==> src/rtl/bit_serializer.sv <==
// Parallel-to-serial converter with a one-word holding register so that
// consecutive words leave on the serial line with no idle bits between them.
module bit_serializer #(
  parameter int WIDTH     = 8,
  parameter bit LSB_FIRST = 1'b0,
  parameter bit IDLE_BIT  = 1'b0
) (
  input  logic             clk,
  input  logic             reset,
  input  logic [WIDTH-1:0] in_data,
  input  logic             in_valid,
  output logic             in_ready,
  output logic             out,
  output logic             out_valid,
  output logic             frame_start,
  output logic             busy
);

  localparam int CW = $clog2(WIDTH);
  localparam logic [CW-1:0] LAST = CW'(WIDTH - 1);

  localparam logic [0:0] S_IDLE  = 1'b0;
  localparam logic [0:0] S_SHIFT = 1'b1;

  logic [0:0]       state;
  logic [WIDTH-1:0] sreg;
  logic [WIDTH-1:0] hold;
  logic             hold_full;
  logic [CW-1:0]    cnt;

  logic             accept;
  logic             last_bit;
  logic [WIDTH-1:0] shifted;

  // Handshake: a word transfers on any rising edge where in_valid and
  // in_ready are both high; in_data is ignored on every other edge.
  assign accept   = in_valid && in_ready;
  assign last_bit = (cnt == LAST);
  assign shifted  = LSB_FIRST ? {1'b0, sreg[WIDTH-1:1]} : {sreg[WIDTH-2:0], 1'b0};

  always_ff @(posedge clk) begin
    if (reset) begin
      state     <= S_IDLE;
      sreg      <= '0;
      hold      <= '0;
      hold_full <= 1'b0;
      cnt       <= '0;
    end else begin
      case (state)
        S_IDLE: begin
          if (accept) begin
            sreg  <= in_data;
            cnt   <= '0;
            state <= S_SHIFT;
          end
        end
        S_SHIFT: begin
          if (!last_bit) begin
            sreg <= shifted;
            cnt  <= cnt + CW'(1);
            if (accept) begin
              hold      <= in_data;
              hold_full <= 1'b1;
            end
          end else if (hold_full) begin
            sreg      <= hold;
            hold_full <= 1'b0;
            cnt       <= '0;
          end else if (accept) begin
            // A word arriving on the last bit goes straight into sreg.
            sreg <= in_data;
            cnt  <= '0;
          end else begin
            state <= S_IDLE;
            cnt   <= '0;
          end
        end
        default: state <= S_IDLE;
      endcase
    end
  end

  assign in_ready    = !hold_full && !reset;
  assign out_valid   = (state == S_SHIFT);
  assign out         = out_valid ? (LSB_FIRST ? sreg[0] : sreg[WIDTH-1]) : IDLE_BIT;
  assign frame_start = out_valid && (cnt == '0);
  assign busy        = out_valid || hold_full;

endmodule

==> config.mk <==
export PLATFORM = sky130hd
export DESIGN_NAME = bit_serializer
export DESIGN_NICKNAME = d
export VERILOG_FILES = /design/src/rtl/bit_serializer.sv
export SDC_FILE = /design/constraint.sdc
export NUM_CORES = 1
export LEC_CHECK = 0
export CAP_MARGIN = 15
export CORE_MARGIN = 1.5
export CORE_UTILIZATION = 46
export CTS_CLUSTER_SIZE = 20
export DETAILED_ROUTE_END_ITERATION = 6
export HOLD_SLACK_MARGIN = 0.1
export PLACE_DENSITY = 0.73
export SYNTH_ARGS = -nofsm -noshare
export SYNTH_HDL_FRONTEND = slang
export SYNTH_SLANG_ARGS = --single-unit
==> constraint.sdc <==
create_clock -name clk -period 1.5 [get_ports clk]
set_input_delay 0.15 -clock clk [delete_from_list [all_inputs] [get_ports clk]]
set_output_delay 0.15 -clock clk [all_outputs]
set_load 0.02 [all_outputs]
==> summary.md <==
| Metric | Value |
|---|---|
| Reg2Reg Depth | 6 |
| Worst-skew pair later-pin latency | roughly 300 ps |
| CTS root buffer | clkbuf_4 |
| DR pass1 iterations | 4 |
| Hpwl dp | about 1.6 mm |
| Unrepaired setup endpoints after global routing | no |
| Critical path class | flip-flop to primary output |
| Path type of the worst min-delay path | input pin to flip-flop |
| # fillers | about 180 |
| Layout cells sized above 1 | between 10% and 20% |
| DRT antenna net count | 0 |
| Vias per inst | approximately 5.5 |
| TritonCTS clock tree | built |
| P per Cell Area | about 810 nW/um^2 |
| CP startpoint | hold_full |
| Setup-failing EPs final | 0 |
| Slew HR | between 80% and 90% |
| Drt wl/cell | about 14 um |
| Critical path arrival | about 1300 ps |
| CTS Buf Count | 3 |
| Outcome | completed |
| F_max | approximately 0.71 GHz |
| Post-layout nets | between 150 and 200 |
| Final period util | between 90% and 100% |
| Total die area | between 2000 and 3000 um^2 |
| Initial antenna violation count | 0 |
| Clock skew | about 0.9 ps |
| Rows | 16 |
| Die X | 50.2 um |
| Critical Path RT | roughly 1400 ps |
| Post-Place Cells | about 160 |
| VDD IR max | about 460 uV |
| RR Startpoint | cnt[0] |
| Global-route wire length before repair | ~3.9 mm |
| Core area | around 2000 um^2 |
| Number of global-route vias before repair | approximately 890 |
| Seq/Total Area, Yosys | 41.0% |
| Synth warn | 0 |
| Syn nets | ~130 |
| Non-Filler Instances | between 150 and 200 |
| H-Tree Depth | 1 |
| Yosys reg bits | 21 |
| Clock sinks | 21 |
| Initial drt markers | 19 |
| Initial core utilization | just over 50% |
| Synth-to-Final Area Change | 28.8% |
| Largest fanout on the critical path | 4 |
| Tmin final | between 1000 and 1500 ps |
| Leak | around 0.00052 uW |
| Number of antenna diodes | 0 |
| DR vias | around 930 |
| RD Place Congestion | roughly 0.81 |
| Post-Syn Area per Cell | slightly below 9 um^2 |
| Critical Path End Type | primary output |
| GRT Overall Usage | ~20% |
| Final core utilization | between 60 and 70% |
| Clock tree buffer depth | 2 |
| Mapped Cells | between 100 and 150 |
| GRT overflow | 0 |
| DRT Wirelength | around 2.3 mm |
| Reg2reg setup slack | roughly 110 ps |
| # IOs | 16 |
| Fin. Hold Viols | 0 |
| DRC viols | 0 |
| Max-cap viol count | 0 |
| Setup bufs post-CTS | 0 |
| Worst slew pin tran | between 200 and 300 ps |
| Synthesized area | 1030 um^2 |
| IO Port Bufs | 15 |
| Largest net degree at the start of global routing | 15 |
| Critical Path Sink | busy |
| CP Launch Type | flip-flop |
| Chip Height | 50.2 um |
| Worst-path clk slew | approximately 110 ps |
| Worst R2R End | sreg[2] |
| Final max-slew violation count | 0 |
| Library cells used by synthesis | 28 |
-- power breakdown --
part	switching (uW)	total, uW	internal [uW]
Combinational	92.5	194	101
Sequential	15.7	598	582
Clock	170	274	104
-- synth_stat cells --
cell / instances / area, um^2
a21oi_1: 19 / 95.1
nand2b_1: 2 / 12.5
clkbuf_2: 1 / 5.00
o21ai_0: 8 / 40.0
and4bb_2: 1 / 12.5
nor3b_2: 1 / 12.5
inv_1: 3 / 11.3
clkbuf_1: 2 / 7.51
o31ai_1: 1 / 7.51
mux2i_1: 8 / 80.1
nor2_1: 3 / 11.3
nor2b_1: 2 / 12.5
and3_1: 7 / 43.8
buf_1: 1 / 3.75
ha_1: 3 / 37.5
nand4bb_1: 1 / 11.3
buf_6: 2 / 22.5
or2_2: 1 / 6.26
a21o_1: 1 / 7.51
nand3_1: 10 / 50.1
and2_1: 1 / 6.26
nand2_1: 2 / 7.51
buf_2: 4 / 20.0
a211oi_1: 1 / 7.51
dfxtp_1: 21 / 420
o22ai_1: 8 / 50.1
or3b_1: 2 / 17.5
or3_1: 1 / 6.26
-- layout by cell type, fill, tap and decap left out, types with 3 or more instances in the layout --
master | Yosys | layout
a21oi_1 | 19 | 17
and3_1 | 7 | 7
buf_4 | 0 | 14
clkbuf_4 | 0 | 3
clkdlybuf4s50_1 | 0 | 10
dfxtp_1 | 21 | 19
dlygate4sd2_1 | 0 | 3
inv_1 | 3 | 3
mux2i_1 | 8 | 8
nand3_1 | 10 | 10
nor2_1 | 3 | 3
o21ai_0 | 8 | 8
o22ai_1 | 8 | 8
-- routing by layer --
layer	up-vias	GRT usage, %	routed length [um]
met3	4	4.76	127
met1	431	27.1	1080
met4	0	7.87	25
met5	-	0	0
met2	21	31.8	1070
li1	472	-	-
-- sequential cells by signal, indices dropped and copies added (netlist names) --
name,flops
cnt,3
hold,8
hold_full,1
out_valid,1
sreg,8
-- worst min-delay path by stage --
stage               endpoint  startpoint  cells past startpoint  slack [ps]
floorplan            hold[0]  in_data[0]                      2         290
global route         hold[2]  in_data[2]                      3         440
detailed placement   hold[2]     hold[2]                      2         460
CTS                  hold[2]  in_data[2]                      3         430
global placement     hold[3]     hold[3]                      2         460
finish               hold[5]  in_data[5]                      3         430
-- metrics by stage --
step                      total power [uW]  hold slack, ps  TNS [ps]  setup slack [ps]  area, um^2
final                                 1070             434         0              88.5        1320
after global routing                  1130             442         0              28.8        1320
after CTS                             1070             429         0              7.73        1300
after detailed placement               808             462     -1180              -110        1280
after global placement                 804             456      -452             -94.6        1280
after floorplan                        718             295         0              53.9        1030
-- layout make-up --
type,instances,area (um^2),area share (%)
Clock buffer,4,26.3,1.99
Inverter,3,11.3,0.852
Multi-Input combinational cell,83,558,42.2
Sequential cell,21,423,32.0
Tap cell,27,33.8,2.56
Timing Repair Buffer,30,269,20.4
-- worst max-delay path, cell delays in order (launching register included) --
cell	delay, ps
dfxtp_1	360
or2_2	290
dlygate4sd2_1	320
-- repair_timing --
| item | CTS | global route |
|---|---|---|
| hold endpoints to repair | 0 | 0 |
| gates resized for setup | 5 | 9 |
| hold buffers | 0 | 0 |
| endpoints found under the setup margin | 5 | 11 |
-- kinds of logic after synthesis --
group	after synthesis	synth area share, %
adders and majority gates	3	3.66
AOI/OAI and AO/OA	38	20.2
DFF	21	41.0
muxes	8	7.81
buffers and inverters	13	6.83
and+or+nand+nor	34	20.5
Power figures use the tool's default switching activity.
